**src/rtl/gfx_pkg.sv**
```systemverilog
// Shared playfield graphics types: tile word layout, pixel geometry,
// fetch FSM states and a nibble-select helper.
package gfx_pkg;

  localparam int PIX_PER_TILE = 8;
  localparam int PIX_W        = 4;
  localparam int ROW_W        = PIX_PER_TILE * PIX_W;

  typedef struct packed {
    logic        hflip;
    logic [2:0]  pal;
    logic [11:0] code;
  } tile_word_t;

  // One fetched tile row together with the attributes of its tile.
  typedef struct packed {
    logic [ROW_W-1:0] data;
    logic [2:0]       pal;
    logic             hflip;
  } tile_row_t;

  typedef enum logic [1:0] {
    ST_IDLE  = 2'd0,
    ST_FETCH = 2'd1,
    ST_READY = 2'd2
  } fetch_state_t;

  // Nibble 0 is the leftmost pixel and sits in the most significant bits.
  function automatic logic [PIX_W-1:0] row_pixel(input logic [ROW_W-1:0] data,
                                                 input logic [2:0]       nib);
    logic [4:0] lsb;
    lsb = {3'd7 - nib, 2'b00};
    return data[lsb +: PIX_W];
  endfunction

endpackage

```
**src/rtl/pf_pixel_window.sv**
```systemverilog
// Two-tile pixel window (prev/cur) with optional horizontal flip and fine
// scroll selection. Flip is honoured only when PF_HFLIP_EN is defined.
module pf_pixel_window
  import gfx_pkg::*;
(
  input  logic             clk,
  input  logic             rst,
  input  logic             pix_en,
  input  logic             line_start,
  input  logic             reload,
  input  tile_row_t        load_row,
  input  logic [2:0]       hscroll,
  input  logic [2:0]       pix_cnt,
  output logic [PIX_W-1:0] pf_pix,
  output logic [2:0]       pf_pal,
  output logic             pf_hflip
);

  tile_row_t  prev_r;
  tile_row_t  cur_r;
  tile_row_t  sel_s;
  logic [2:0] hs_q_r;
  logic [2:0] nib_s;
  logic [3:0] idx_s;

  // Pick the window pixel 8 + pix_cnt - hs_q; index bit 3 selects cur over prev.
  always_comb begin
    idx_s = 4'd8 + {1'b0, pix_cnt} - {1'b0, hs_q_r};
    if (idx_s[3]) begin
      sel_s = cur_r;
    end else begin
      sel_s = prev_r;
    end
`ifdef PF_HFLIP_EN
    if (sel_s.hflip) begin
      nib_s = ~idx_s[2:0];
    end else begin
      nib_s = idx_s[2:0];
    end
`else
    nib_s = idx_s[2:0];
`endif
  end

  // Window shift on reload, clear on line start, output register on pix_en.
  always_ff @(posedge clk) begin
    if (rst) begin
      prev_r   <= '0;
      cur_r    <= '0;
      hs_q_r   <= 3'd0;
      pf_pix   <= '0;
      pf_pal   <= 3'd0;
      pf_hflip <= 1'b0;
    end else begin
      if (line_start) begin
        prev_r <= '0;
        cur_r  <= '0;
      end else if (reload) begin
        prev_r <= cur_r;
        cur_r  <= load_row;
        hs_q_r <= hscroll;
      end
      if (pix_en && !line_start) begin
        pf_pix   <= row_pixel(sel_s.data, nib_s);
        pf_pal   <= sel_s.pal;
        pf_hflip <= sel_s.hflip;
      end
    end
  end

endmodule

```
**src/rtl/playfield_shifter.sv**
```systemverilog
// Playfield tile shifter: tile fetch FSM, one-entry row buffer and pixel
// counter feeding the pixel window. Define PF_HFLIP_EN to honour VRD[15].
module playfield_shifter
  import gfx_pkg::*;
(
  input  logic        clk,
  input  logic        rst,
  input  logic        pix_en,
  input  logic        line_start,
  input  logic        tile_ld,
  input  logic [15:0] VRD,
  input  logic        PP18,
  input  logic [8:0]  PP,
  input  logic [2:0]  hscroll,
  output logic        gfx_req,
  output logic [15:0] gfx_addr,
  input  logic        gfx_ack,
  input  logic [31:0] gfx_data,
  output logic [3:0]  pf_pix,
  output logic [2:0]  pf_pal,
  output logic        pf_hflip,
  output logic        underrun_err,
  output logic        overrun_err
);

  fetch_state_t state_r, state_nxt_s;
  tile_word_t   tile_s;
  tile_row_t    buf_r, load_row_s, ack_row_s;
  logic [2:0]   pal_r;
  logic         hflip_r;
  logic [2:0]   pix_cnt_r;
  logic         reload_s, ack_s, drain_s, bypass_s, accept_s;
  logic         unused_s;

  assign tile_s    = tile_word_t'(VRD);
  assign unused_s  = ^{tile_s.hflip, PP[8:3]};
  assign ack_s     = (state_r == ST_FETCH) && gfx_ack;
  assign reload_s  = pix_en && !line_start && (pix_cnt_r == 3'd7);
  assign drain_s   = reload_s && (state_r == ST_READY);
  assign bypass_s  = reload_s && ack_s;
  assign accept_s  = tile_ld && ((state_r == ST_IDLE) || drain_s);
  assign ack_row_s = '{data: gfx_data, pal: pal_r, hflip: hflip_r};

  // Next fetch state and the row handed to the window at a reload edge.
  always_comb begin
    state_nxt_s = state_r;
    if (drain_s) begin
      load_row_s = buf_r;
    end else if (bypass_s) begin
      load_row_s = ack_row_s;
    end else begin
      load_row_s = '0;
    end
    case (state_r)
      ST_IDLE: begin
        if (tile_ld) state_nxt_s = ST_FETCH;
        else         state_nxt_s = ST_IDLE;
      end
      ST_FETCH: begin
        if (ack_s) state_nxt_s = bypass_s ? ST_IDLE : ST_READY;
        else       state_nxt_s = ST_FETCH;
      end
      ST_READY: begin
        if (drain_s) state_nxt_s = tile_ld ? ST_FETCH : ST_IDLE;
        else         state_nxt_s = ST_READY;
      end
      default: state_nxt_s = ST_IDLE;
    endcase
  end

  // Fetch state register.
  always_ff @(posedge clk) begin
    if (rst) begin
      state_r <= ST_IDLE;
    end else begin
      state_r <= state_nxt_s;
    end
  end

  // Request/address, tile attributes, row buffer, pixel counter, sticky errors.
  always_ff @(posedge clk) begin
    if (rst) begin
      gfx_req      <= 1'b0;
      gfx_addr     <= 16'd0;
      pal_r        <= 3'd0;
      hflip_r      <= 1'b0;
      buf_r        <= '0;
      pix_cnt_r    <= 3'd0;
      underrun_err <= 1'b0;
      overrun_err  <= 1'b0;
    end else begin
      gfx_req <= (state_nxt_s == ST_FETCH);
      if (accept_s) begin
        gfx_addr <= {PP18, tile_s.code, PP[2:0]};
        pal_r    <= tile_s.pal;
`ifdef PF_HFLIP_EN
        hflip_r  <= tile_s.hflip;
`else
        hflip_r  <= 1'b0;
`endif
      end
      if (ack_s && !bypass_s) buf_r <= ack_row_s;
      if (line_start)  pix_cnt_r <= 3'd0;
      else if (pix_en) pix_cnt_r <= pix_cnt_r + 3'd1;
      if (reload_s && !drain_s && !bypass_s) underrun_err <= 1'b1;
      if (tile_ld && !accept_s)              overrun_err  <= 1'b1;
    end
  end

  pf_pixel_window u_window (
    .clk        (clk),
    .rst        (rst),
    .pix_en     (pix_en),
    .line_start (line_start),
    .reload     (reload_s),
    .load_row   (load_row_s),
    .hscroll    (hscroll),
    .pix_cnt    (pix_cnt_r),
    .pf_pix     (pf_pix),
    .pf_pal     (pf_pal),
    .pf_hflip   (pf_hflip)
  );

endmodule

```
**config.mk**
```make
export PLATFORM = sky130hd
export DESIGN_NAME = playfield_shifter
export DESIGN_NICKNAME = d
export VERILOG_FILES = /design/src/rtl/gfx_pkg.sv /design/src/rtl/pf_pixel_window.sv /design/src/rtl/playfield_shifter.sv
export SDC_FILE = /design/constraint.sdc
export NUM_CORES = 1
export LEC_CHECK = 0
export ABC_CLOCK_PERIOD_IN_PS = 2000
export BUFFER_PORTS_ARGS = -buffer_cell sky130_fd_sc_hd__buf_2
export CAP_MARGIN = 20
export CORE_MARGIN = 5
export CORE_UTILIZATION = 36
export DETAILED_ROUTE_END_ITERATION = 12
export GPL_TIMING_DRIVEN = 1
export PLACE_DENSITY_LB_ADDON = 0.1
export SYNTH_ARGS = -nofsm -noshare
export SYNTH_HDL_FRONTEND = slang
export SYNTH_SLANG_ARGS = --single-unit
export TNS_END_PERCENT = 10
```
**constraint.sdc**
```tcl
create_clock -name clk -period 2 [get_ports clk]
set_input_delay 0.3 -clock clk [delete_from_list [all_inputs] [get_ports clk]]
set_output_delay 0.3 -clock clk [all_outputs]
set_load 0.03 [all_outputs]
```
* Word level (Yosys, flattened, before mapping)
Cells that the tools add are included.
** Word-level totals
- Word-level logic and storage cells :: 55
- Input port bits :: 67
- Output and inout bits :: 27
- Bits in registers :: 145
** Cells by class
- $add $sub $neg :: 4
- Bitwise logic cells :: 1
- Muxes and demuxes :: 8
- Shift-type cells :: 1
- Equal/unequal tests :: 4
- Reduce and logical (&&, ||, !) cells :: 18
** Operators with widths (count)
- 2-to-1 mux 36 bit :: 3
- indexed part select 32 x 6 -> 4 bit :: 1
- logical AND 1 bit :: 10
- 2-to-1 mux 2 bit :: 3
- one-hot mux 2 bit (3 select lines) :: 1
- adder 4 x 3 -> 4 bit, first input constant :: 1
- == test 2 x 1 -> 1 bit, second input constant :: 2
- zero test 1 bit :: 4
- subtractor 4 x 3 -> 4 bit :: 1
- adder 3 x 1 -> 3 bit, second input constant :: 1
- == test 3 bit, second input constant :: 1
- subtractor 3 bit, first input constant :: 1
- == test 2 bit, second input constant :: 1
- zero test 2 bit :: 1
- AND reduction 2 bit :: 1
- OR reduction 2 bit :: 1
- logical OR 1 bit :: 1
- 2-to-1 mux 1 bit :: 1
- inverter 1 bit :: 1

* Depth between registers and ports, before layout
Gate-level depths: netlist of run 1.
- Depth in word-level cells :: 8
- Gate-level depth with buffers :: 10
- Mapped depth without buffers :: 8

* Cells and area by module
From an unflattened synthesis of run 1, not the netlist that was laid out.
** Second synthesis, totals
- Cell total of the unflattened synthesis :: 689
- Area, all modules :: 6729.0 um2
** By module, submodules not included
- pf_pixel_window :: area an instance 3856.2 um2, seq. area each 1661.6 um2, instances 1, cells each 415
- playfield_shifter :: area an instance 2872.8 um2, seq. area each 1241.2 um2, instances 1, cells each 274

* Worst setup path before layout of run 1
OpenSTA, ideal clock, no wires.
- Path kind :: reg2reg
- Start :: reg u_window.hs_q_r[2]
- End :: reg u_window.pf_pix[3]
- Arrival time :: 1.997 ns
- Path buffers :: 0
- Slack :: -0.119 ns
- Required time :: 1.878 ns
- Library setup time :: 0.122 ns
- Cell stages (with the launch flop) :: 8
- Period minus slack after synthesis :: 2.119 ns
- Path through :: dfxtp_1 inv_1 ha_1 a21oi_1 and2_1 mux4_2 a211oi_1 o31ai_1
** Between the ends
- Longest elaborated chain between the ends :: 3
- Elaborated cells between the ends (all ways) :: 4
- Those cells by class :: 2 x add/sub; 1 x shift; 1 x mux
** RTL lines
- start: declaration :: line pf_pixel_window.sv:22 : logic [2:0] hs_q_r;
- start signal: assignment :: line pf_pixel_window.sv:61 : hs_q_r <= hscroll;
- subtractor 4 x 3 -> 4 bit (*) :: line pf_pixel_window.sv:28 : idx_s = 4'd8 + {1'b0, pix_cnt} - {1'b0, hs_q_r};
- subtractor 3 bit or 2-to-1 mux 36 bit (tied branches) :: line gfx_pkg.sv:32, pf_pixel_window.sv:29
- indexed part select 32 x 6 -> 4 bit (*) :: line gfx_pkg.sv:33 : return data[lsb +: PIX_W];
- end signal: assignment :: line pf_pixel_window.sv:64 : pf_pix <= row_pixel(sel_s.data, nib_s);
- end: declaration :: line pf_pixel_window.sv:14 : output logic [PIX_W-1:0] pf_pix,
Mark *: on every way between the ends. The rest lies on a longest branch, timed or not.
A chain may end at the register's enable or synchronous reset.

* Worst setup path in the final report of run 1
- Start :: reg pix_cnt_r[1]
- End :: reg u_window.pf_pix[3]
** Between the ends
- Longest elaborated chain between the ends :: 4
- Elaborated cells between the ends (all ways) :: 5
- Those cells by class :: 3 x add/sub; 1 x shift; 1 x mux
** RTL lines
- start: declaration :: line playfield_shifter.sv:31 : logic [2:0] pix_cnt_r;
- start signal: assignment :: line playfield_shifter.sv:104 : else if (pix_en) pix_cnt_r <= pix_cnt_r + 3'd1;
- adder 4 x 3 -> 4 bit (*) :: line pf_pixel_window.sv:28
- subtractor 4 x 3 -> 4 bit (*) :: line pf_pixel_window.sv:28
- subtractor 3 bit or 2-to-1 mux 36 bit (tied branches) :: line gfx_pkg.sv:32, pf_pixel_window.sv:29
- indexed part select 32 x 6 -> 4 bit (*) :: line gfx_pkg.sv:33
Marked as above.

==> results.sh, run 1 <==
export IMPL_first_global_vias=4896
export IMPL_syn_area_um2=5784
export IMPL_cp_max_fo=2
export IMPL_criticalPathCategory="reg2reg"
export IMPL_dp_hpwl_mm=10.14
export IMPL_mostFrequentLayoutCell="nand2_1"
export IMPL_critPathTopFamily="multiplexers"
export IMPL_placed_area_um2=6465
export IMPL_cts_tree="yes"
export IMPL_post_route_period_util_pct=98.95
export IMPL_ir_worst_vdd_mv=0.5804
export IMPL_tightest_slew_ns=0.7987
export IMPL_leakagePower_uw=0.002703
export IMPL_p_per_area_nw_per_um2=904.4
export IMPL_n_antenna_cell=0
export IMPL_syn_inst=678
export IMPL_clk_pin_slew_ns=0.06
export IMPL_antenna_found_initial=0
export IMPL_seqCellArea_um2=2848
export IMPL_max_slew_margin_rel_pct=46.75
export IMPL_synth_top_family_by_area="simple AND/OR/NAND/NOR gates"
export IMPL_yosys_register_bits=142
export IMPL_setup_worst_path_start_class="flip-flop"
export IMPL_coreArea_um2=15830
export IMPL_worst_ep_arrival_time_ns=2.28
export IMPL_critPathRequiredTime_ns=2.30
export IMPL_die_x_um=136.8
export IMPL_grt_max_degree=74
export IMPL_drv_slew=0
export IMPL_num_rows=46
export IMPL_critPathMaxStageDelay_ns=0.54
export IMPL_areaGrowthSynthToFinish_pct=28.03
export IMPL_vias=5092
export IMPL_yosys_warnings=0
export IMPL_finalSetupViolCount=0
export IMPL_multi_input_area_um2=2773
export IMPL_h_tree_depth=4
export IMPL_rsz0062_at_grt="true"
export IMPL_numCtsBuffers=17
export IMPL_wl_per_cell_um=16.32
export IMPL_postCtsHoldBufs=0
export IMPL_synth_simple_area_share_pct=20.83
export IMPL_synthMuxAreaShare_pct=3.980
export IMPL_max_cap_viol_count=0
export IMPL_dr_pass1_iters=7
export IMPL_setup_ws_ns=0.02090
export IMPL_grt_pass1_wl_mm=24.99
export IMPL_slowest_stage="mux4_2"
export IMPL_synth_seq_area_share_pct=49.15
export IMPL_routed_wl_mm=16.18
export IMPL_dieArea_um2=18700
export IMPL_viasPerCell=5.138
export IMPL_synth_compound_area_share_pct=18.78
export IMPL_nets=835
export IMPL_die_h_um=136.8
export IMPL_root_buffer="clkbuf_16"
export IMPL_drc=0
export IMPL_port_buffers=85
export IMPL_ys_types=34
export IMPL_drt_iter0_markers=378
export IMPL_start_util_pct=36.55
export IMPL_worstPathCellList="buf_4, ha_1, nand3b_1, and2_4, mux4_2, a211oi_2, o31ai_1"
export IMPL_endpoint_kind="flip-flop"
export IMPL_min_path_type="in2reg"
export IMPL_stdcell_area_um2=7406
export IMPL_clkSinkCount=142
export IMPL_status="completed"
export IMPL_syn_nets=751
export IMPL_gp_congestion=0.7668
export IMPL_ant_nets=0
export IMPL_insertion_delay_ns=0.42
export IMPL_period_needed_ns=1.979
export IMPL_fin_skew_ns=0.005924
export IMPL_fillers=1559
export IMPL_final_cell_mix="195 x nand2_1, 140 x dfxtp_1, 95 x a21oi_1, 85 x buf_2, 44 x nor2_1"
export IMPL_path_buf_inv=1
export IMPL_synth_xor_area_share_pct=0.4543
export IMPL_max_freq_ghz=0.5053
export IMPL_grt_overflow_total=0
export IMPL_hold_violations=0
export IMPL_synthAdderAreaFrac_pct=1.428
export IMPL_grt_use_total_pct=16.99
export IMPL_cts_buffer_depth=2
export IMPL_io_pins=94
export IMPL_dp_worst_setup_slack_ns=-0.1663
export IMPL_drive_gt1_share_pct=24.52
export IMPL_syn_avg_cell_area_um2=8.531
==> per-layer routing <==
metal  vias to the layer above  GRT usage (%)  share of wire (%)
met4                         0          5.319                1.2
met5                         -              0                  0
li1                       2546              -                  -
met3                        16          4.338                3.7
met1                      2432          21.39                 45
met2                        98          28.56                 50
==> area by class of cell <==
type / count / share of cell area, %
sequential: 142 / 38.45
timing repair buffer: 124 / 11.61
clock buffer: 19 / 5.981
clock inverter: 13 / 2.517
tap: 216 / 3.649
inverter: 7 / 0.3548
multi-input combinational: 470 / 37.44
==> where the power goes <==
group | switching, uW | leakage (uW) | internal (uW)
logic | 278 | 0.00126 | 156
clock network | 1210 | 0.000296 | 2120
registers | 34.9 | 0.00115 | 2890
total | 1530 | 0.00270 | 5170
==> path summary, 6_finish.rpt <==
kind / startpoint / to / slack, ns / depth (start not counted)
worst min register to register: gfx_addr[7] / gfx_addr[7] / 0.45 / 2
worst max-delay path: pix_cnt_r[1] / u_window.pf_pix[3] / 0.02 / 7
worst min-delay path: VRD[4] / gfx_addr[7] / 0.12 / 3
worst max register to register: pix_cnt_r[1] / u_window.pf_pix[3] / 0.02 / 7
==> cells in the mapped netlist <==
cell | n | area share [%]
a22o_1 | 8 | 1.2
and3_4 | 1 | 0.19
ha_1 | 5 | 1.1
buf_6 | 6 | 1.2
conb_1 | 1 | 0.065
nand2b_1 | 11 | 1.2
nand2_1 | 195 | 13
buf_2 | 6 | 0.52
a31oi_1 | 8 | 0.87
clkbuf_1 | 40 | 2.6
a21oi_1 | 97 | 8.4
nand3b_1 | 6 | 0.78
nor2_1 | 45 | 2.9
a221oi_1 | 2 | 0.30
xnor2_1 | 2 | 0.30
fa_1 | 1 | 0.35
o31ai_1 | 4 | 0.52
nor2_2 | 1 | 0.11
a211oi_1 | 11 | 1.4
nand4_1 | 8 | 0.87
or2_2 | 2 | 0.22
and2_4 | 1 | 0.15
a222oi_1 | 35 | 6.1
buf_4 | 2 | 0.26
mux4_2 | 8 | 3.1
nand4b_1 | 8 | 1.2
buf_1 | 5 | 0.32
inv_1 | 7 | 0.45
and2_1 | 2 | 0.22
xor2_1 | 1 | 0.15
dfxtp_1 | 142 | 49
nor2b_4 | 1 | 0.24
mux2i_1 | 5 | 0.87
nor3_1 | 1 | 0.086
==> worst register-to-register path, cell delays in order, from the launching register on <==
cell and delay, ns:
dfxtp_4 0.34, buf_4 0.13, ha_1 0.28, nand3b_1 0.10
and2_4 0.18, mux4_2 0.54, a211oi_2 0.21, o31ai_1 0.09
==> sequential cells by signal, summed over array words and instances, names as in the netlist, 2 cells and up <==
name             flops
u_window.hs_q_r      3
pal_r                3
u_window.prev_r     35
u_window.pf_pix      4
u_window.pf_pal      3
state_r              2
u_window.cur_r      35
gfx_addr            16
buf_r               35
pix_cnt_r            3
==> stage by stage <==
stage	hold slack [ns]	instances	TNS, ns	total power, uW	utilization [%]
floorplan	0.4331	678	0	3249	-
global placement	0.4379	947	-1.334	3409	40.85
detailed placement	0.4430	947	-2.596	3420	40.85
CTS	0.09704	981	-0.02027	6779	45.15
global route	0.1047	991	-0.2782	6954	46.79
finish	0.1200	991	0	6698	46.79
==> cells by family (layout without fill, tap and decap cells) <==
family,count (synthesis),count (layout)
flip-flops,142,142
AND/OR/NAND/NOR,282,282
XOR/XNOR,3,3
buffers and inverters,66,163
adder cells (fa/ha/maj),6,6
multiplexers,13,13
AO/OA/AOI/OAI,165,165
other,1,1
==> timing repair <==
action | in CTS | in global routing
resized for setup | 6 | 27
pin swaps | 1 | 13
buffers inserted | 2 | 5
cloned | 0 | 5
endpoints found under the setup margin | 49 | 66
Power figures use the tool's default switching activity.
==> run 2: changes to the inputs <==
Settings changed: ABC_CLOCK_PERIOD_IN_PS 2000 to 2090.
Clock period 2 ns to 2.09 ns, I/O delays scaled along.
==> run 2 against run 1 <==
Maximum frequency is 0.46% lower. Sequential power is 4% lower. Clock power hardly changed. Clock-buffer cell count is 3 higher. Cell count is 1.5% lower. Power is 2.3% lower. Largest power group unchanged.
==> results.sh, run 2 (synthesis gave the netlist of run 1 again) <==
export IMPL_numCtsBuffers=17
export IMPL_grt_pass1_wl_mm=24.89
export IMPL_port_buffers=85
export IMPL_nets=820
export IMPL_h_tree_depth=4
export IMPL_final_cell_mix="195 x nand2_1, 142 x dfxtp_1, 95 x a21oi_1, 85 x buf_2, 44 x nor2_1"
export IMPL_tns_ns=0
export IMPL_vias=5092
export IMPL_viasPerCell=5.217
export IMPL_cts_buffer_depth=2
export IMPL_start_util_pct=36.55
export IMPL_rsz0062_at_grt="true"
export IMPL_drt_iter0_markers=395
export IMPL_drc=0
export IMPL_fin_util_pct=45.01
export IMPL_n_antenna_cell=0
export IMPL_wl_per_cell_um=15.67
export IMPL_postCtsHoldBufs=0
export IMPL_finalSetupViolCount=0
export IMPL_grt_overflow_total=0
export IMPL_holdWs_ns=0.1298
export IMPL_ff2ff_setup_slack_ns=0.10
export IMPL_die_x_um=136.8
export IMPL_dieArea_um2=18700
export IMPL_drv_slew=0
export IMPL_cp_max_fo=3
export IMPL_setup_worst_path_start_class="flip-flop"
export IMPL_clk_pin_slew_ns=0.06
export IMPL_fin_skew_ns=0.009335
export IMPL_rr_startpoint="u_window.hs_q_r[2]"
export IMPL_gp_congestion=0.7528
export IMPL_dr_pass1_iters=7
export IMPL_coreArea_um2=15830
export IMPL_ant_nets=0
export IMPL_num_rows=46
export IMPL_io_pins=94
export IMPL_routed_wl_mm=15.30
export IMPL_grt_max_degree=74
export IMPL_max_freq_ghz=0.5030
export IMPL_max_cap_viol_count=0
export IMPL_top_regs="buf_r: 35 flops, u_window.cur_r: 35 flops, u_window.prev_r: 35 flops"
export IMPL_grt_use_total_pct=16.92
export IMPL_leakagePower_uw=0.002613
export IMPL_status="completed"
export IMPL_cp_startpoint="u_window.hs_q_r[2]"
export IMPL_min_path_type="in2reg"
export IMPL_dp_hpwl_mm=9.974
export IMPL_endpoint_kind="flip-flop"
export IMPL_root_buffer="clkbuf_16"
export IMPL_max_slew_margin_rel_pct=46.30
export IMPL_die_h_um=136.8
export IMPL_ir_worst_vdd_mv=0.5623
export IMPL_hold_violations=0
export IMPL_mostFrequentLayoutCell="nand2_1"
export IMPL_worst_ep_arrival_time_ns=2.29
export IMPL_cts_tree="yes"
export IMPL_first_global_vias=4840
export IMPL_period_needed_ns=1.988
export IMPL_areaGrowthSynthToFinish_pct=23.17
export IMPL_clkSinkCount=142
export IMPL_antenna_found_initial=0
export IMPL_criticalPathCategory="reg2reg"
export IMPL_post_route_period_util_pct=95.13
export IMPL_drive_gt1_share_pct=21.58
export IMPL_critPathRequiredTime_ns=2.39
export IMPL_tightest_slew_ns=0.8055
export IMPL_p_per_area_nw_per_um2=918.6
export IMPL_hold_start="VRD[8]"
export IMPL_insertion_delay_ns=0.42
[run 2: layout make-up]
cell class	instances	area, um2
fillers	1580	8703
clock buffers	22	474.2
inverters	7	26.28
well taps	216	270.3
multi-input cells	470	2685
repair buffers	109	641.9
flip-flops and latches	142	2843
clock inverters	10	183.9
[run 2: stage by stage]
stage               setup slack, ns  power [uW]  instance area (um2)  instances
floorplan                   0.05551        3108                 5788        678
global placement            0.02940        3264                 6410        944
finish                       0.1017        6545                 7124        976
global route               -0.04442        6782                 7124        976
CTS                         0.03506        6631                 7074        976
detailed placement         -0.02368        3274                 6410        944
[run 2: metal layers]
metal  share of wire, %  up-vias  GRT usage [%]
li1                   -     2524              -
met3                4.8       15          3.934
met5                  0        -              0
met4                1.2        0          5.263
met2                 49      110          28.59
met1                 45     2443          21.43
[run 2: timing repair]
item                       4_1_cts  5_1_grt
setup endpoints to repair        4       26
buffers inserted                 0        0
resized for setup                2       10
[run 2: final timing paths]
check                                      endpoint  cells after the start
worst max register to register   u_window.pf_pix[3]                      7
worst max-delay path             u_window.pf_pix[3]                      7
worst min register to register  u_window.prev_r[14]                      2
worst min-delay path                   gfx_addr[11]                      3
[run 2: where the power goes]
part | total, uW | switching, uW | internal, uW
combinational | 412 | 266 | 146
clock | 3330 | 1120 | 2210
sequential | 2800 | 32.4 | 2770
[run 2: critical path, stage by stage, from the launching register on]
cell	delay, ns
dfxtp_1	0.33
inv_1	0.04
ha_1	0.31
a21oi_2	0.15
and2_4	0.19
mux4_2	0.54
a211oi_2	0.23
o31ai_1	0.08
